`src/rtl/l1_prefetch_responder.sv`:
```
// L1 line-interface responder with a single-entry next-line prefetch buffer.
// Forwards L1 reads/writes to memory and prefetches req_tag+PF_STRIDE after read misses and buffer hits.
module l1_prefetch_responder #(
  parameter int unsigned PF_ENABLE = 1,
  parameter int unsigned PF_STRIDE = 1
) (
  input  logic         clk,
  input  logic         reset,
  input  logic [15:0]  l1_address,
  input  logic [127:0] l1_wdata,
  input  logic         l1_read,
  input  logic         l1_write,
  output logic [127:0] l1_rdata,
  output logic         l1_resp,
  output logic         lockout,
  output logic [15:0]  peek_address,
  input  logic         peek_hit,
  output logic [15:0]  mem_address,
  output logic [127:0] mem_wdata,
  output logic         mem_read,
  output logic         mem_write,
  input  logic [127:0] mem_rdata,
  input  logic         mem_resp
);

  localparam logic [2:0] IDLE     = 3'd0;
  localparam logic [2:0] RD       = 3'd1;
  localparam logic [2:0] WR       = 3'd2;
  localparam logic [2:0] RESP_RD  = 3'd3;
  localparam logic [2:0] RESP_WR  = 3'd4;
  localparam logic [2:0] PF_CHECK = 3'd5;
  localparam logic [2:0] PF_FETCH = 3'd6;

  logic [2:0]   state;
  logic [11:0]  req_tag;
  logic [11:0]  pf_tag;
  logic [11:0]  pf_next;
  logic         pf_valid;
  logic [127:0] pf_buf;

  logic [11:0]  l1_tag;
  logic [12:0]  next_sum;
  logic         tag_hit;
  logic         offset_unused;

  assign l1_tag        = l1_address[15:4];
  assign offset_unused = ^l1_address[3:0];
  assign tag_hit       = pf_valid && (l1_tag == pf_tag);
  // Bit 12 is the carry out of the line index; a wrapped target is never prefetched.
  assign next_sum      = {1'b0, req_tag} + 13'(PF_STRIDE);

  always_ff @(posedge clk or posedge reset) begin
    if (reset) begin
      state    <= IDLE;
      req_tag  <= '0;
      pf_tag   <= '0;
      pf_next  <= '0;
      pf_valid <= 1'b0;
      pf_buf   <= '0;
      l1_rdata <= '0;
    end else begin
      case (state)
        IDLE: begin
          if (l1_write) begin
            req_tag <= l1_tag;
            if (tag_hit) pf_valid <= 1'b0;
            state <= WR;
          end else if (l1_read) begin
            req_tag <= l1_tag;
            if (tag_hit) begin
              l1_rdata <= pf_buf;
              pf_valid <= 1'b0;
              state    <= RESP_RD;
            end else begin
              state <= RD;
            end
          end
        end
        RD: begin
          if (mem_resp) begin
            l1_rdata <= mem_rdata;
            state    <= RESP_RD;
          end
        end
        WR: begin
          if (mem_resp) state <= RESP_WR;
        end
        RESP_RD: begin
          pf_next <= next_sum[11:0];
          state   <= ((PF_ENABLE != 0) && !next_sum[12]) ? PF_CHECK : IDLE;
        end
        RESP_WR: state <= IDLE;
        PF_CHECK: begin
          if (peek_hit || (pf_valid && (pf_tag == pf_next))) state <= IDLE;
          else state <= PF_FETCH;
        end
        PF_FETCH: begin
          if (mem_resp) begin
            pf_buf   <= mem_rdata;
            pf_tag   <= pf_next;
            pf_valid <= 1'b1;
            state    <= IDLE;
          end
        end
        default: state <= IDLE;
      endcase
    end
  end

  always_comb begin
    l1_resp      = (state == RESP_RD) || (state == RESP_WR);
    lockout      = (state == PF_CHECK) || (state == PF_FETCH);
    peek_address = (state == PF_CHECK) ? {pf_next, 4'h0} : '0;
    mem_read     = (state == RD) || (state == PF_FETCH);
    mem_write    = (state == WR);
    mem_wdata    = (state == WR) ? l1_wdata : '0;
    mem_address  = '0;
    case (state)
      RD, WR:   mem_address = {req_tag, 4'h0};
      PF_FETCH: mem_address = {pf_next, 4'h0};
      default:  mem_address = '0;
    endcase
  end

endmodule

```
`config.mk`:
```
export PLATFORM = sky130hd
export DESIGN_NAME = l1_prefetch_responder
export DESIGN_NICKNAME = d
export VERILOG_FILES = /design/src/rtl/l1_prefetch_responder.sv
export SDC_FILE = /design/constraint.sdc
export NUM_CORES = 1
export LEC_CHECK = 0
export BUFFER_PORTS_ARGS = -buffer_cell sky130_fd_sc_hd__buf_2
export CORE_AREA = 2 2 223 225
export CTS_CLUSTER_DIAMETER = 30
export CTS_CLUSTER_SIZE = 8
export DETAILED_ROUTE_END_ITERATION = 7
export DIE_AREA = 0 0 225 227
export GPL_TIMING_DRIVEN = 0
export SLEW_MARGIN = 10
export SYNTH_ARGS = -nofsm -noshare
export SYNTH_HDL_FRONTEND = slang
export SYNTH_SLANG_ARGS = --single-unit
```
`constraint.sdc`:
```
create_clock -name clk -period 9.7 [get_ports clk]
set_input_delay 1.455 -clock clk [delete_from_list [all_inputs] [get_ports clk]]
set_output_delay 1.455 -clock clk [all_outputs]
set_load 0.02 [all_outputs]
```
==> metrics.txt <==
outcome completed; sw frac 0.402; Worst path slowest cell dfrtp_1; main flop type after synthesis dfrtp_1; Synthesis Warnings 0; maximum clock frequency 213 MHz; setup violators final 0; Reg clk slew, reported paths 0.04 ns; DR iter-0 viols 1,138; number of remaining DRC errors 0; initial antenna violation count 32; flops & latches, synth 296; CP endpoint kind output port; IO buf count 557; worst hold path class flop to flop; Hold Worst Slack 0.498 ns; area grow syn2layout 43.2%; RD Place Congestion 0.959; via count 15,400; worst-margin pin slew 1.15 ns; crit path DAT 3.24 ns; most common cell in the netlist dfrtp_1; CTS tree done; Routed WL 66,600 microns; worst-skew pair later-pin latency 0.62 ns; max cap viols 0; Post-synth top cells 296 x dfrtp_1, 157 x nand2_1, 152 x mux2_2; Die W 225 microns; Worst R2R Path Depth 6; Die Y-Extent 227 microns; clk root buf clkbuf_16; total CTS buffers 86; Post-Route Utilization 0.477; nets 2,460; RSZ-0062 raised after global routing no; Mapped Cells 1,527; CP required 8.25 ns; Post-Layout Cell Count 2,893; Rel. slew slack 0.236; met3 usage 0.117; Leak 11.7 nW; largest net degree at the start of global routing 113; crit-path max cell delay 0.40 ns; Flop pwr share 0.249; met1 Usage GRT 0.334; hold-fix buffers at CTS 0; final worst path period share 0.484; CP top delay family buffers and inverters; average cell area after synthesis 10.6 sq um; maximum clock path buffer count 3; Synth area leaders dfrtp_1 46%, mux2_2 11%, o211ai_2 9.9%; routed vias/inst 5.32; Hold Crit Depth 1; combinational share of power 0.410; Std-Cell Rows 81; Overflow after GRT 0; switching pwr 3.72 mW; number of setup buffers added after CTS 0; clock network fraction of design power 0.341; GRT busiest layer met2; All-Layer GR Usage 0.251; Setup Skew 0.0201 ns; post-synthesis cell type count 41; worst vdd ir 200 uV; clk sinks 296; TNS Setup 0 ns; boundary pin count 570; first-pass GRT wire length 96,600 microns; Crit path depth 7; post-DP HPWL 48,700 microns; crit-path cells clkbuf_1, nand2b_1, nor2_1, buf_2, clkbuf_1, and2_1, buf_2; share of cells above drive strength 1 0.483; worst path bufs/invs 4; post-detailed-route count of antenna-violating nets 0; CP Launch Type flop; sequential share of the synthesized area 0.458; Synth top area share 0.458; Post-synth EDFFs 0; Max Slew Vio Count 0; Final Hold Fails 0; CTS resizes 0; number of global-route vias before repair 15,400; crit path max fanout 10; min Tclk post-route 4.70 ns; Die ar. 0.0511 sq mm; Synth Cell Area 0.0162 sq mm; pwr dens 400 mW/mm^2; H-tree level count 3; cell-internal power 5.54 mW; critical setup path kind flop to output port; Yosys top cell by area dfrtp_1; WL/cell 23.0 microns; FFs w/ async S/R, synth 1.00; post-placement cell count 2,715; Core Area 0.0485 sq mm; GR Util met2 0.353; Pre-antenna DRT Iters 5; initial core utilization 0.333
-- per-layer routing --
layer  wire [microns]  vias to the layer above
li1                 -                     6800
met1            28900                     7662
met2            28400                      732
met3             7390                      163
met5              224                        -
met4             1710                       24
-- metrics by stage --
| step | area [sq um] | total power, mW | setup slack, ns |
|---|---|---|---|
| global placement | 19800 | 5.95 | -3.80 |
| global route | 23100 | 9.75 | 4.78 |
| floorplan | 16200 | 4.77 | 0.0692 |
| finish | 23100 | 9.26 | 5.00 |
| CTS | 23100 | 9.27 | 4.96 |
| detailed placement | 19800 | 6.06 | 5.63 |
-- area by class of cell --
class | instances | area, sq um
timing repair buffer | 559 | 2840
sequential | 296 | 7410
inverter | 3 | 18.8
clock inverter | 45 | 812
tap | 622 | 778
clock buffer | 116 | 2470
fill | 4561 | 25400
multi-input combinational | 1088 | 7980
buffer | 147 | 786
antenna | 17 | 42.5
-- sequential cells by signal (all words and copies together), names as in the netlist --
name / cells
l1_rdata: 128
state: 3
pf_buf: 128
pf_tag: 12
pf_next: 12
pf_valid: 1
req_tag: 12
-- layout by cell type, fill, tap and decap left out, types with 8 or more instances in the layout --
master / n
buf_2: 570
dfrtp_1: 296
nand2_1: 157
mux2_2: 152
and3_1: 144
a21oi_1: 134
o211ai_2: 128
and2_1: 128
clkbuf_1: 99
clkbuf_16: 87
nand3_1: 81
nand3_2: 52
buf_6: 25
bufinv_16: 19
xor2_1: 18
clkbuf_8: 18
clkinv_2: 18
diode_2: 17
o21ai_0: 17
xnor2_1: 16
buf_1: 13
a22o_1: 11
nor2_1: 10
buf_4: 8
conb_1: 8
-- power by group through the flow --
stage	combinational, mW	sequential (mW)	clock, mW
after floorplan	2.26	2.52	0
after global placement	3.68	2.27	0
after detailed placement	3.76	2.30	0
after CTS	3.78	2.29	3.19
after global routing	4.09	2.38	3.28
final	3.79	2.31	3.16
-- cells by family after synthesis --
kind of cell,after synthesis,synth area share
simple gates,594,0.210
other cells,1,0.000232
xor+xnor,34,0.0184
flops,296,0.458
buf+inv,150,0.0493
compound gates,298,0.156
mux,153,0.107
fa+ha+maj,1,0.000774
-- worst paths after layout --
kind / start / endpoint / slack (ns)
hold / removal: pf_buf[86]$_DFFE_PP0P_ / pf_buf[86]$_DFFE_PP0P_ / 0.50
max in group asynchronous: reset / pf_buf[113]$_DFFE_PP0P_ / 7.61
hold reg to reg: pf_buf[86]$_DFFE_PP0P_ / pf_buf[86]$_DFFE_PP0P_ / 0.50
setup reg to reg: state[0]$_DFFE_PP0P_ / l1_rdata[61]$_DFFE_PP0P_ / 6.72
setup / recovery: state[1]$_DFFE_PP0P_ / mem_wdata[8] / 5.00
min in group asynchronous: reset / l1_rdata[23]$_DFFE_PP0P_ / 1.00
(Power assumes the default switching activity.)
